### config.mk
export PLATFORM = sky130hd
export DESIGN_NAME = rom_rd_arb
export DESIGN_NICKNAME = d
export VERILOG_FILES = /design/src/rtl/rom_rd_arb.sv
export SDC_FILE = /design/constraint.sdc
export NUM_CORES = 1
export LEC_CHECK = 0
export BUFFER_PORTS_ARGS = -buffer_cell sky130_fd_sc_hd__buf_2
export CAP_MARGIN = 20
export CORE_ASPECT_RATIO = 0.9
export CORE_MARGIN = 10
export CORE_UTILIZATION = 45
export CTS_BUF_LIST = sky130_fd_sc_hd__clkbuf_16
export DETAILED_ROUTE_END_ITERATION = 7
export HOLD_SLACK_MARGIN = 0.15
export PLACE_DENSITY_LB_ADDON = 0.05
export SYNTH_ARGS = -nofsm -noshare
export SYNTH_HDL_FRONTEND = slang
export SYNTH_SLANG_ARGS = --single-unit
### constraint.sdc
create_clock -name clk_sys -period 8.95 [get_ports clk_sys]
set_input_delay 2.2375 -clock clk_sys [delete_from_list [all_inputs] [get_ports clk_sys]]
set_output_delay 2.2375 -clock clk_sys [all_outputs]
set_load 0.02 [all_outputs]
### src/rtl/rom_rd_arb.sv
// Purpose: lets three ROM byte requesters share one toggle-handshake SDRAM word read port, with a one-word cache per requester.
// Latency: a hit is combinational; a miss reaches valid 2 cycles plus the SDRAM ack latency after it appears.
// Backpressure: one fetch is in flight at a time with no timeout; a slow ack holds the arbiter and the other misses keep valid low.
module rom_rd_arb #(
  parameter int              AW    = 22,
  parameter logic [AW-1:0]   BASE0 = 22'h000000,
  parameter logic [AW-1:0]   BASE1 = 22'h007000,
  parameter logic [AW-1:0]   BASE2 = 22'h008000
) (
  input  logic          clk_sys,
  input  logic          reset,
  input  logic          dl_busy,
  input  logic [AW:0]   rq0_addr,
  input  logic [AW:0]   rq1_addr,
  input  logic [AW:0]   rq2_addr,
  output logic [7:0]    rq0_dout,
  output logic [7:0]    rq1_dout,
  output logic [7:0]    rq2_dout,
  output logic          rq0_valid,
  output logic          rq1_valid,
  output logic          rq2_valid,
  output logic          mem_req,
  input  logic          mem_ack,
  output logic [AW-1:0] mem_addr,
  input  logic [15:0]   mem_q
);

  localparam logic [1:0] ST_RESYNC = 2'd0;
  localparam logic [1:0] ST_IDLE   = 2'd1;
  localparam logic [1:0] ST_WAIT   = 2'd2;

  // Round-robin successor over the three requesters.
  function automatic logic [1:0] inc3(input logic [1:0] x);
    return (x == 2'd2) ? 2'd0 : x + 2'd1;
  endfunction

  logic [1:0]          state;
  logic [1:0]          rr;
  logic [1:0]          grant;
  logic [1:0]          pick;
  logic [1:0]          cand;
  logic                any_pend;
  logic [AW-1:0]       issue_word;
  logic [AW-1:0]       pick_word;
  logic [AW-1:0]       pick_base;
  logic [AW-1:0]       fetch_addr;
  logic                ack_seen;
  logic                issue;
  logic                fill;

  logic [2:0][15:0]    cache_dat;
  logic [2:0][AW-1:0]  tag;
  logic [2:0]          tag_vld;
  logic [2:0][AW-1:0]  word_addr;
  logic [2:0][AW-1:0]  base;
  logic [2:0]          byte_sel;
  logic [2:0]          hit;
  logic [2:0]          pending;

  // The request toggle is never touched by reset: an outstanding toggle must
  // be matched by the SDRAM side before the port is reused.
  logic                req_tgl = 1'b0;

  assign word_addr[0] = rq0_addr[AW:1];
  assign word_addr[1] = rq1_addr[AW:1];
  assign word_addr[2] = rq2_addr[AW:1];
  assign byte_sel     = {rq2_addr[0], rq1_addr[0], rq0_addr[0]};
  assign base[0]      = BASE0;
  assign base[1]      = BASE1;
  assign base[2]      = BASE2;

  // Cache hit per requester: tag valid and tag equal to the live word address.
  always_comb begin
    hit = '0;
    for (int i = 0; i < 3; i++) begin
      hit[i] = tag_vld[i] & (tag[i] == word_addr[i]);
    end
  end

  assign pending   = ~hit;
  assign rq0_valid = hit[0];
  assign rq1_valid = hit[1];
  assign rq2_valid = hit[2];
  assign rq0_dout  = byte_sel[0] ? cache_dat[0][15:8] : cache_dat[0][7:0];
  assign rq1_dout  = byte_sel[1] ? cache_dat[1][15:8] : cache_dat[1][7:0];
  assign rq2_dout  = byte_sel[2] ? cache_dat[2][15:8] : cache_dat[2][7:0];

  // Search rr, rr+1, rr+2 (mod 3); the first pending requester wins.
  always_comb begin
    pick     = rr;
    any_pend = 1'b0;
    cand     = rr;
    for (int k = 0; k < 3; k++) begin
      if (!any_pend && pending[cand]) begin
        pick     = cand;
        any_pend = 1'b1;
      end
      cand = inc3(cand);
    end
  end

  // Select the winner's untranslated word address and its region offset.
  always_comb begin
    pick_word = '0;
    pick_base = '0;
    for (int i = 0; i < 3; i++) begin
      if (pick == 2'(i)) begin
        pick_word = word_addr[i];
        pick_base = base[i];
      end
    end
  end

  // Translation wraps modulo 2^AW by truncation.
  assign fetch_addr = pick_word + pick_base;

  assign ack_seen = (mem_ack == req_tgl);
  assign issue    = (state == ST_IDLE) && !dl_busy && any_pend;
  assign fill     = (state == ST_WAIT) && ack_seen;
  assign mem_req  = req_tgl;

  // Arbiter FSM: drain any stale toggle, issue one fetch, wait for its ack.
  always_ff @(posedge clk_sys) begin
    if (reset) begin
      state      <= ST_RESYNC;
      rr         <= 2'd0;
      grant      <= 2'd0;
      issue_word <= '0;
      mem_addr   <= '0;
    end else begin
      case (state)
        ST_RESYNC: begin
          if (ack_seen) state <= ST_IDLE;
        end
        ST_IDLE: begin
          if (issue) begin
            grant      <= pick;
            issue_word <= pick_word;
            mem_addr   <= fetch_addr;
            state      <= ST_WAIT;
          end
        end
        ST_WAIT: begin
          if (ack_seen) begin
            rr    <= inc3(grant);
            state <= ST_IDLE;
          end
        end
        default: state <= ST_RESYNC;
      endcase
    end
  end

  // Request toggle flips once per issued fetch; reset leaves it alone.
  always_ff @(posedge clk_sys) begin
    if (!reset && issue) req_tgl <= ~req_tgl;
  end

  // Cache fill on ack under the tag captured at issue; download wipes validity.
  always_ff @(posedge clk_sys) begin
    if (reset) begin
      cache_dat <= '0;
      tag       <= '0;
      tag_vld   <= '0;
    end else begin
      for (int i = 0; i < 3; i++) begin
        if (fill && grant == 2'(i)) begin
          cache_dat[i] <= mem_q;
          tag[i]       <= issue_word;
          tag_vld[i]   <= ~dl_busy;
        end
      end
      if (dl_busy) tag_vld <= '0;
    end
  end

endmodule

Yosys cells after proc, flatten, opt, wreduce, memory -nomap -nowiden. Cells that the tools add are included.

Input bits: 89. Flip-flop bits (word level): 168. Output and inout bits: 50.

Multiplexer cells: 25. Order comparisons: 3. Eq/ne operators: 14. Reduce and logical (&&, ||, !) cells: 21. Bitwise operators: 6. Add/subtract/negate cells: 4.

Operators with widths (number): two-way mux 22 bit (4); equality test 22 bit (3); two-way mux 8 bit (3); adder 22 bit (1); two-way mux 15 bit (1); two-way mux 2 bit (7); equality test 2 bit (second input constant) (5); logical AND 1 bit (9); < comparator 2 x 3 -> 1 bit (second input constant) (3); adder 2 x 1 -> 2 bit (second input constant) (3); binary-select mux 1 bit (select 2 bit) (3); equality test 2 x 1 -> 1 bit (second input constant) (3); zero test 2 bit (3); two-way mux 1 bit (6); AND reduction 2 bit (3); zero test 1 bit (4); one-hot mux 2 bit (2 select lines) (1); OR reduction 2 bit (2); AND 1 bit (3); NOT 3 bit (1); != test 2 x 1 -> 1 bit (second input constant) (1); != test 2 bit (second input constant) (1); NOT 1 bit (2); equality test 1 bit (1).

Logic depth before layout (Yosys ltp). Gate-level depths: netlist of the first run.

Depth after elaboration: 17. Gate-level depth with buffers: 19. Depth with buffers taken out: 17.

Worst setup path before layout of the first run. Ideal clock, no wire load.

Path type: input to register. From: input rq2_addr[19]. To: register mem_addr[21]. Library setup time: 79 ps. Cell stages on the path: 18. Arrival time: 5728 ps. Data required time: 8871 ps. Buffers on the path: 3. Path slack: 3143 ps. Cell sequence: xor2_1 nor4_1 nand4_1 nor3_2 a211o_1 nand2_2 buf_6 buf_2 buf_1 nor2_1 ha_1 a21o_1 a21o_1 a21o_1 nand2_1 o311a_1 or3_1 o211ai_1.

Longest elaborated chain between the ends: 17.

RTL lines: start: declaration (line 15) `input logic [AW:0] rq2_addr,`; equality test 22 bit * (line 76) `hit[i] = tag_vld[i] & (tag[i] == word_addr[i]);`; AND 1 bit * (line 76); via rq2_valid (line 21) `output logic rq2_valid,`; NOT 3 bit * (line 80) `assign pending = ~hit;`; binary-select mux 1 bit (select 2 bit) (line 94) `if (!any_pend && pending[cand]) begin`; two-way mux 1 bit (not written as such) (line 94); two-way mux 1 bit (line 94); zero test 1 bit (line 94); logical AND 1 bit (line 94); two-way mux 1 bit (line 94); zero test 1 bit (line 94); logical AND 1 bit (line 94); two-way mux 2 bit (line 94); zero test 2 bit (line 107) `if (pick == 2'(i)) begin`; two-way mux 22 bit (3 in a row) (line 107); adder 22 bit (line 115) `assign fetch_addr = pick_word + pick_base;`; end signal: assignment (line 139) `mem_addr <= fetch_addr;`; end: declaration (line 24) `output logic [AW-1:0] mem_addr,`.

The timed path passes the listed nets; every way through them passes the cells marked *. The select of a mux whose other input is x is not followed. A chain may end at the register's enable or synchronous reset.

Worst setup path in the final report of the first run.
From: input rq1_addr[11]. To: register mem_addr[21].

Longest elaborated chain between the ends: 17.

RTL lines: start: declaration (line 14) `input logic [AW:0] rq1_addr,`; equality test 22 bit * (line 76); AND 1 bit * (line 76); NOT 3 bit * (line 80); binary-select mux 1 bit (select 2 bit) (line 94); two-way mux 1 bit (not written as such) (line 94); two-way mux 1 bit (line 94); zero test 1 bit (line 94); logical AND 1 bit (line 94); two-way mux 1 bit (line 94); zero test 1 bit (line 94); logical AND 1 bit (line 94); two-way mux 2 bit * (line 94); zero test 2 bit (line 107); two-way mux 22 bit (2 in a row) (line 107); two-way mux 22 bit * (line 107); via pick_word[14] (line 44) `logic [AW-1:0] pick_word;`; adder 22 bit * (line 115).

Marked as above.

==> results of run 1 <==
## layout make-up
type / instances / area (µm²) / share of cell area [%]
timing repair buffer: 146 / 753.2 / 8.698
sequential: 156 / 3133 / 36.18
clock inverter: 14 / 148.9 / 1.719
inverter: 8 / 30.03 / 0.3468
multi-input combinational: 667 / 3885 / 44.86
tap: 207 / 259.0 / 2.991
clock buffer: 18 / 450.4 / 5.202
## flip-flops by register name (all words and copies together), names as in the netlist
name and cells:
cache_dat 48, grant 2, issue_word 10, mem_addr 22, mem_req 1, rr 2, state 2, tag 66
tag_vld 3
## metal layers
layer | global-route usage (%) | up-vias | wire, µm
li1 | - | 3232 | -
met1 | 30.41 | 2991 | 11060
met2 | 27.77 | 237 | 9658
met3 | 5.530 | 24 | 1994
met4 | 5.315 | 2 | 246
met5 | 0 | - | 13
## worst reg2reg max path, stage by stage (launching register included)
cell,delay [ns]
dfxtp_1,0.32
xor2_1,0.16
nor4_1,0.49
nand4_1,0.21
nor4_1,0.64
o21ai_2,0.27
nand2_2,0.56
and2_1,0.47
buf_4,0.31
o2bb2ai_1,0.18
ha_1,0.21
a21o_1,0.17
a21o_1,0.20
nand2_1,0.07
o311a_1,0.30
or3_1,0.30
o211ai_1,0.15
## per-stage QoR
| stage | cells | hold WS [ns] | worst slack, ns | cell area (µm²) | power, mW |
|---|---|---|---|---|---|
| floorplan | 902 | 0.4329 | 3.143 | 7365 | 0.8233 |
| global placement | 1184 | 0.4420 | 2.071 | 8060 | 0.8864 |
| detailed placement | 1184 | 0.4451 | 1.946 | 8060 | 0.8858 |
| CTS | 1216 | 0.4534 | 2.399 | 8660 | 1.621 |
| global route | 1216 | 0.4717 | 2.000 | 8660 | 1.667 |
| finish | 1216 | 0.4513 | 2.292 | 8660 | 1.612 |
## placed cells by master, fill, tap and decap left out, types with 9 or more instances in the layout
master and instances:
clkbuf_16 18, a211oi_1 20, nor3_1 9, nand2_1 236, xor2_1 59, buf_2 137
mux2_2 25, nor4_1 12, nor2_1 51, buf_4 9, xnor2_1 11, dfxtp_1 155
mux2i_1 27, a21oi_1 130
## cell families (layout without fill, tap and decap cells)
| family | after synthesis | after routing |
|---|---|---|
| and+or+nand+nor | 351 | 351 |
| adders and majority gates | 5 | 5 |
| muxes | 54 | 54 |
| AOI/OAI and AO/OA | 187 | 187 |
| buffers and inverters | 79 | 186 |
| xor gates and xnor gates | 70 | 70 |
| DFF | 156 | 156 |
## power breakdown
| part | internal [mW] | switching (mW) | total (mW) |
|---|---|---|---|
| Clock | 0.450 | 0.291 | 0.740 |
| Combinational | 0.0540 | 0.0955 | 0.150 |
| Sequential | 0.709 | 0.0132 | 0.722 |
| Total | 1.21 | 0.400 | 1.61 |
## how the worst max path moves through the flow
stage	start	endpoint	slack, ns	cells past startpoint
floorplan	rq2_addr[19]	mem_addr[21]	3.14	18
global route	rq1_addr[11]	mem_addr[21]	2.00	17
detailed placement	rq1_addr[11]	mem_addr[21]	1.95	17
finish	rq1_addr[11]	mem_addr[21]	2.29	17
global placement	rq1_addr[9]	mem_addr[21]	2.07	17
CTS	rq1_addr[11]	mem_addr[21]	2.40	17
==> results.yml, run 1 <==
cts:
  cts_tree: "built"
  htreeDepth: 4
  cts_buffers: 17
  cts_root_buf: "clkbuf_16"
  cts_buffer_depth: 2
  cts_resized: 0
  cts_setup_buffers: 0
  cts.clk_slew.worst_paths_ns: 0.06
  clk_latency_ns: 0.43
  hold_buffers: 0
  clkSinkCount: 156
timing:
  fin_crit_ns: 6.658
  period_share_pct: 74.39
  fin_setup_tns_ns: 0
  fin_skew_ns: 0.007740
  rsz0062_at_grt: "false"
  max_slew.worst_pin.slew_ns: 1.011
  relSlewSlack_pct: 32.23
  slew_viol_final: 0
  setup_violations: 0
  fmax_mhz: 150.2
  finalHoldViolations: 0
synthesis:
  synth_edf_count: 1
  synth_compound_area_share_pct: 15.17
  netlist_area_mm2: 0.007365
  ys_seq_elements: 156
  ys_top_cells_by_area: "dfxtp_1, nand2_1, a21oi_1"
  yosys.area_share.simple_pct: 20.10
  yosysWarnings: 0
  synth_top_flop_cell: "dfxtp_1"
  synth_common_cells: "nand2_1, dfxtp_1, a21oi_1"
  synth_top_family_by_area: "simple AND/OR/NAND/NOR gates"
  ys_seq_area_share_pct: 42.54
  yosysMostFrequentCell: "nand2_1"
  synthMuxAreaShare_pct: 7.866
  async_flop_share_pct: 0
  syn_nets: 996
  synth_adder_area_share_pct: 0.9514
  ys_types: 53
  avgSynthCellArea_um2: 8.165
  yosysTopAreaCell: "dfxtp_1"
  synth-xor-area-share_pct: 8.325
  synth_top_area_share_pct: 42.13
  syn_inst: 902
worst_setup_path:
  reg2reg_to: "mem_addr[21]"
  worst_setup_path_start_kind: "input port"
  worst-path-buf-inv: 2
  slowest_stage: "nor4_1"
  worst-r2r-setup-slack_ns: 3.87
  ff2ff_path_depth: 16
  end_kind: "flop"
  crit_chain: "buf_2 -> xor2_1 -> nor4_1 -> nand4_1 -> nor4_1 -> o21ai_2 -> nand2_2 -> and2_1 -> buf_4 -> o2bb2ai_1 -> ha_1 -> a21o_1 -> a21o_1 -> nand2_1 -> o311a_1 -> or3_1 -> o211ai_1"
  worst_ep_arrival_time_ns: 7.01
  crit_type: "input port to flop"
  reg2reg_from: "tag[32]"
  crit_path_max_fanout: 29
  crit_family: "simple AND/OR/NAND/NOR gates"
  max_stage_delay_ns: 0.64
  critPathRequiredTime_ns: 9.30
final_layout:
  fill_cells: 1579
  diodes: 0
  final_layout_size_suffix_gt1_share_pct: 21.31
  layout.nets: 1090
  area_growth_pct: 17.58
  final_util_pct: 53.87
power_and_ir_drop:
  p_per_area_mw_per_mm2: 186.1
  ir_drop_mv: 0.1447
  p_leak_nw: 3.603
global_routing:
  grt_pass1_wl_um: 35150
  antenna_found_initial: 1
  grt_max_degree: 81
  track_usage_pct: 20.39
  grt_pass1_vias: 6085
  gr-total-overflow: 0
outcome:
  outcome: "complete, no violations"
route:
  first_pass_iters: 5
  drc: 0
  ant_nets: 0
  routed_wirelength_um: 22980
  vias: 6486
  routed_via_density: 5.334
  drtIter0Drc: 568
  wl_per_cell_um: 18.90
hold_path:
  min_from: "cache_dat[44]"
  holdPathStages: 2
  min_path_type: "flop to flop"
  holdPathEnd: "cache_dat[44]"
placed_design:
  portBuffers: 138
  gp_congestion: 0.8595
  hpwl_um: 16080
floorplan:
  start_util_pct: 45.81
  ios: 139
  dieArea_mm2: 0.02189
  die_y_um: 141.4
  dieWidth_um: 154.9
  rows: 44
  core_area_mm2: 0.01608
flow_run:
  drv_cap: 0
Note: power is estimated with default switching activity, not from simulation.
==> run 2, diff against run 1 <==
- clock period: 8.95 -> 5.63 ns (I/O delays scaled with it)
==> run 2 against run 1 <==
Against the previous run: count of clock-buffer cells in the layout down 1; die area unchanged; clock power grew 49%; final area rose by 0.25%; clock skew barely moved; via count is 0.34% higher; wire length rose by 1.1%; sequential share of layout area down 0.089 points; highest routed layer is now met4.
==> results.yml, run 2 (synthesis results as in run 1) <==
outcome:
  outcome: "complete, no violations"
worst_setup_path:
  worst_setup_path_start_kind: "input port"
  crit_chain: "buf_2 -> xor2_1 -> nor4_1 -> nand4_1 -> nor3_2 -> o211ai_1 -> and3_4 -> and2_1 -> buf_4 -> o2bb2ai_1 -> ha_1 -> a21o_1 -> a21o_1 -> nand2_1 -> o311a_1 -> or3_1 -> o211ai_1"
  worst_ep_arrival_time_ns: 5.26
  crit_path_max_fanout: 10
  slowest_stage: "nor4_1"
  end_kind: "flop"
  worst-path-buf-inv: 2
  crit_family: "simple AND/OR/NAND/NOR gates"
  max_stage_delay_ns: 0.54
  critPathRequiredTime_ns: 5.98
  crit_type: "input port to flop"
global_routing:
  grt_max_degree: 89
  gr-total-overflow: 0
  grt_pass1_vias: 6251
  grt_pass1_wl_um: 36440
  antenna_found_initial: 0
  track_usage_pct: 20.96
final_layout:
  fin_cells: 1224
  area_growth_pct: 17.87
  final_layout_size_suffix_gt1_share_pct: 21.83
  layout.nets: 1098
  largest-register: "tag"
  layout_commonest_cell: "nand2_1"
  top_regs: "tag (66), cache_dat (48), mem_addr (22)"
  largest_reg_flops: 66
  fill_cells: 1581
  layout_common_cells: "nand2_1, dfxtp_1, buf_2"
  diodes: 0
cts:
  cts_resized: 0
  cts_setup_buffers: 0
  cts.clk_slew.worst_paths_ns: 0.06
  clkSinkCount: 156
  clk_latency_ns: 0.42
  hold_buffers: 0
  cts_buffer_depth: 2
  cts_tree: "built"
  htreeDepth: 4
  cts_buffers: 17
  cts_root_buf: "clkbuf_16"
timing:
  fmax_mhz: 203.4
  slew_viol_final: 0
  max_slew.worst_pin.slew_ns: 0.9674
  finalHoldViolations: 0
  rsz0062_at_grt: "false"
  setup_violations: 0
  relSlewSlack_pct: 35.51
  fin_crit_ns: 4.915
  period_share_pct: 87.31
  fin_skew_ns: 0.007729
  fin_setup_tns_ns: 0
route:
  ant_nets: 0
  drc: 0
  vias: 6508
  wl_per_cell_um: 18.98
  drtIter0Drc: 508
  routed_wirelength_um: 23230
  first_pass_iters: 5
  routed_via_density: 5.317
placed_design:
  hpwl_um: 16740
  portBuffers: 138
  gp_congestion: 0.8563
  post-place-cells: 1192
floorplan:
  core_area_mm2: 0.01608
  start_util_pct: 45.81
  rows: 44
  ios: 139
  die_y_um: 141.4
  dieArea_mm2: 0.02189
  dieWidth_um: 154.9
power_and_ir_drop:
  ir_drop_mv: 0.2086
  p_per_area_mw_per_mm2: 286.4
  total_power_mw: 2.486
  p_leak_nw: 3.614
hold_path:
  min_path_type: "flop to flop"
flow_run:
  drv_cap: 0
run 2: stage by stage:
stage               cell area [µm²]  hold slack [ns]  utilization [%]  setup slack (ns)
floorplan                      7365           0.4329                -            0.6530
global placement               8120           0.4405            50.51            0.4032
detailed placement             8120           0.4468            50.51            0.3211
CTS                            8681           0.4552            54.00            0.7646
global route                   8681           0.4674            54.00            0.4623
finish                         8681           0.4521            54.00            0.7146
run 2: power by group:
part           total (mW)  switching, mW  internal [mW]
registers            1.15         0.0218           1.13
logic               0.239          0.152         0.0871
clock network        1.10          0.456          0.642
run 2: final cells by class:
type,instances,area (µm²),area share [%]
clock buffer,17,425.4,4.901
clock inverter,15,135.1,1.557
inverter,8,30.03,0.3459
multi-input combinational,667,3885,44.75
sequential,156,3133,36.09
tap,207,259.0,2.984
timing repair buffer,154,813.3,9.369
run 2: final timing paths:
path / from / endpoint / slack (ns) / cells past startpoint
worst max-delay path: rq2_addr[3] / mem_addr[21] / 0.71 / 17
worst min-delay path: cache_dat[20] / cache_dat[20] / 0.45 / 2
worst max register to register: tag[46] / mem_addr[21] / 1.48 / 16
worst min register to register: cache_dat[20] / cache_dat[20] / 0.45 / 2
run 2: worst register-to-register path: cells and delay by family, from the launching register on:
kind	cells	cell delay [ns]
AO/OA/AOI/OAI	6	1.09
XOR/XNOR	1	0.22
adder cells (fa/ha/maj)	1	0.33
buffers and inverters	1	0.19
flip-flops	1	0.32
AND/OR/NAND/NOR	7	1.90
run 2: per-layer routing:
layer | wire (µm) | track usage (%) | vias to the layer above
li1 | - | - | 3259
met1 | 11520 | 30.84 | 3032
met2 | 9977 | 30.29 | 204
met3 | 1596 | 5.047 | 13
met4 | 135 | 3.875 | 0
met5 | 0 | 0 | -
==> run 3, diff against run 2 <==
- RECOVER_POWER: not set -> 25
==> run 3 against run 2 <==
Against the previous run: the flow now finishes with violations (max-capacitance violations, max-slew violations); sequential power is essentially flat; die area unchanged; core utilization shrank 0.30 points; global-route usage stayed put; count of clock-buffer cells in the layout stayed put; clock skew grew 0.0011 ns; cell count unchanged.
==> results.yml, run 3 (synthesis results as in run 1) <==
timing:
  slew_viol_final: 76
  finalHoldViolations: 0
  fin_setup_tns_ns: 0
  fin_crit_ns: 4.872
  fmax_mhz: 205.2
  setup_violations: 0
  rsz0062_at_grt: "false"
  fin_ws_ns: 0.7575
  fin_skew_ns: 0.008784
  max_slew.worst_pin.slew_ns: 1.819
  whs_ns: 0.4523
  relSlewSlack_pct: -21.24
  period_share_pct: 86.54
final_layout:
  area_growth_pct: 17.23
  layout_commonest_cell: "nand2_1"
  layout_common_cells: "nand2_1, dfxtp_1, a21oi_1"
  final_layout_size_suffix_gt1_share_pct: 19.08
  diodes: 0
  top_regs: "tag (66), cache_dat (48), mem_addr (22)"
  largest-register: "tag"
  largest_reg_flops: 66
  layout.nets: 1098
  fill_cells: 1594
  finalInstanceArea_mm2: 0.008633
outcome:
  violations: "max-capacitance violations, max-slew violations"
  outcome: "complete, but fails checks"
placed_design:
  pre_cts_ws_ns: 0.3211
  portBuffers: 138
  gp_congestion: 0.8563
  place_area_mm2: 0.008120
  hpwl_um: 16740
flow_run:
  drv_cap: 3
power_and_ir_drop:
  p_per_area_mw_per_mm2: 287.8
  total_power_mw: 2.485
  seq_power_share_pct: 46.2
  switching_share_pct: 25.43
  p_int_mw: 1.853
  p_clk_share_pct: 44.3
  pwr-share-comb_pct: 9.5
  p_leak_nw: 3.503
  p_switching_mw: 0.6317
  ir_drop_mv: 0.2099
global_routing:
  use_met3_pct: 5.047
  grt_pass1_vias: 6251
  track_usage_pct: 20.96
  gr-usage-met2_pct: 30.29
  gr-total-overflow: 0
  grt.busiest_layer: "met1"
  grtUsageMet1_pct: 30.84
  grt_pass1_wl_um: 36440
  antenna_found_initial: 0
  grt_max_degree: 89
worst_setup_path:
  crit_chain: "buf_2 -> xor2_1 -> nor4_1 -> nand4_1 -> nor3_2 -> o211ai_1 -> and3_4 -> and2_1 -> buf_4 -> o2bb2ai_1 -> ha_1 -> a21o_1 -> a21o_1 -> nand2_1 -> o311a_1 -> or3_1 -> o211ai_1"
  critPathRequiredTime_ns: 5.98
  max_stage_delay_ns: 0.50
  crit_type: "input port to flop"
  end_kind: "flop"
  worst_setup_path_start_kind: "input port"
  worst_ep_arrival_time_ns: 5.22
  crit_path_max_fanout: 10
  slowest_stage: "nor4_1"
route:
  drtIter0Drc: 542
  ant_nets: 0
  wl_per_cell_um: 18.99
  routed_wirelength_um: 23240
  first_pass_iters: 5
  drc: 0
  routed_via_density: 5.323
  vias: 6515
floorplan:
  dieArea_mm2: 0.02189
  ios: 139
  dieWidth_um: 154.9
  core_area_mm2: 0.01608
  rows: 44
  die_y_um: 141.4
  start_util_pct: 45.81
cts:
  clkSinkCount: 156
  cts_buffers: 17
  hold_buffers: 0
  cts.clk_slew.worst_paths_ns: 0.06
  cts_tree: "built"
  cts_resized: 0
  clk_latency_ns: 0.42
  cts_buffer_depth: 2
  cts_root_buf: "clkbuf_16"
  cts_setup_buffers: 0
  htreeDepth: 4
hold_path:
  min_path_type: "flop to flop"
## run 3: per-stage QoR
stage                     std cells  util (%)
after floorplan                 902         -
after global placement         1192     50.51
after global routing           1224     53.70
after CTS                      1224     54.00
final                          1224     53.70
after detailed placement       1192     50.51
## run 3: cell type report
| cell class | count | area, µm² | share of cell area (%) |
|---|---|---|---|
| multi-input combinational | 667 | 3877 | 44.91 |
| clock buffer | 17 | 425.4 | 4.928 |
| timing repair buffer | 154 | 773.2 | 8.957 |
| clock inverter | 15 | 135.1 | 1.565 |
| tap | 207 | 259.0 | 3.000 |
| inverter | 8 | 30.03 | 0.3478 |
| sequential | 156 | 3133 | 36.29 |
## run 3: critical path: cells and delay by family
family,cells,cell delay (ns)
AND/OR/NAND/NOR,7,1.86
AO/OA/AOI/OAI,6,1.10
adder cells (fa/ha/maj),1,0.33
buffers and inverters,2,0.31
XOR/XNOR,1,0.21
## run 3: path summary, 6_finish.rpt
check	startpoint	endpoint	slack, ns	depth (start not counted)
max reg2reg	tag[46]	mem_addr[21]	1.53	16
min reg2reg	cache_dat[20]	cache_dat[20]	0.45	2
max	rq2_addr[3]	mem_addr[21]	0.76	17
min	cache_dat[20]	cache_dat[20]	0.45	2
## run 3: per-layer routing
layer | vias to the layer above | part of all wire [%]
met4 | 0 | 0.65
met1 | 3035 | 49
met3 | 13 | 7.1
li1 | 3253 | -
met5 | - | 0
met2 | 214 | 43
## run 3: power by group through the flow
stage | Clock (mW) | Combinational, mW | Sequential, mW
after detailed placement | 0 | 0.237 | 1.17
after global placement | 0 | 0.239 | 1.17
after CTS | 1.12 | 0.239 | 1.15
after floorplan | 0 | 0.137 | 1.17
after global routing | 1.16 | 0.256 | 1.15
final | 1.10 | 0.236 | 1.15
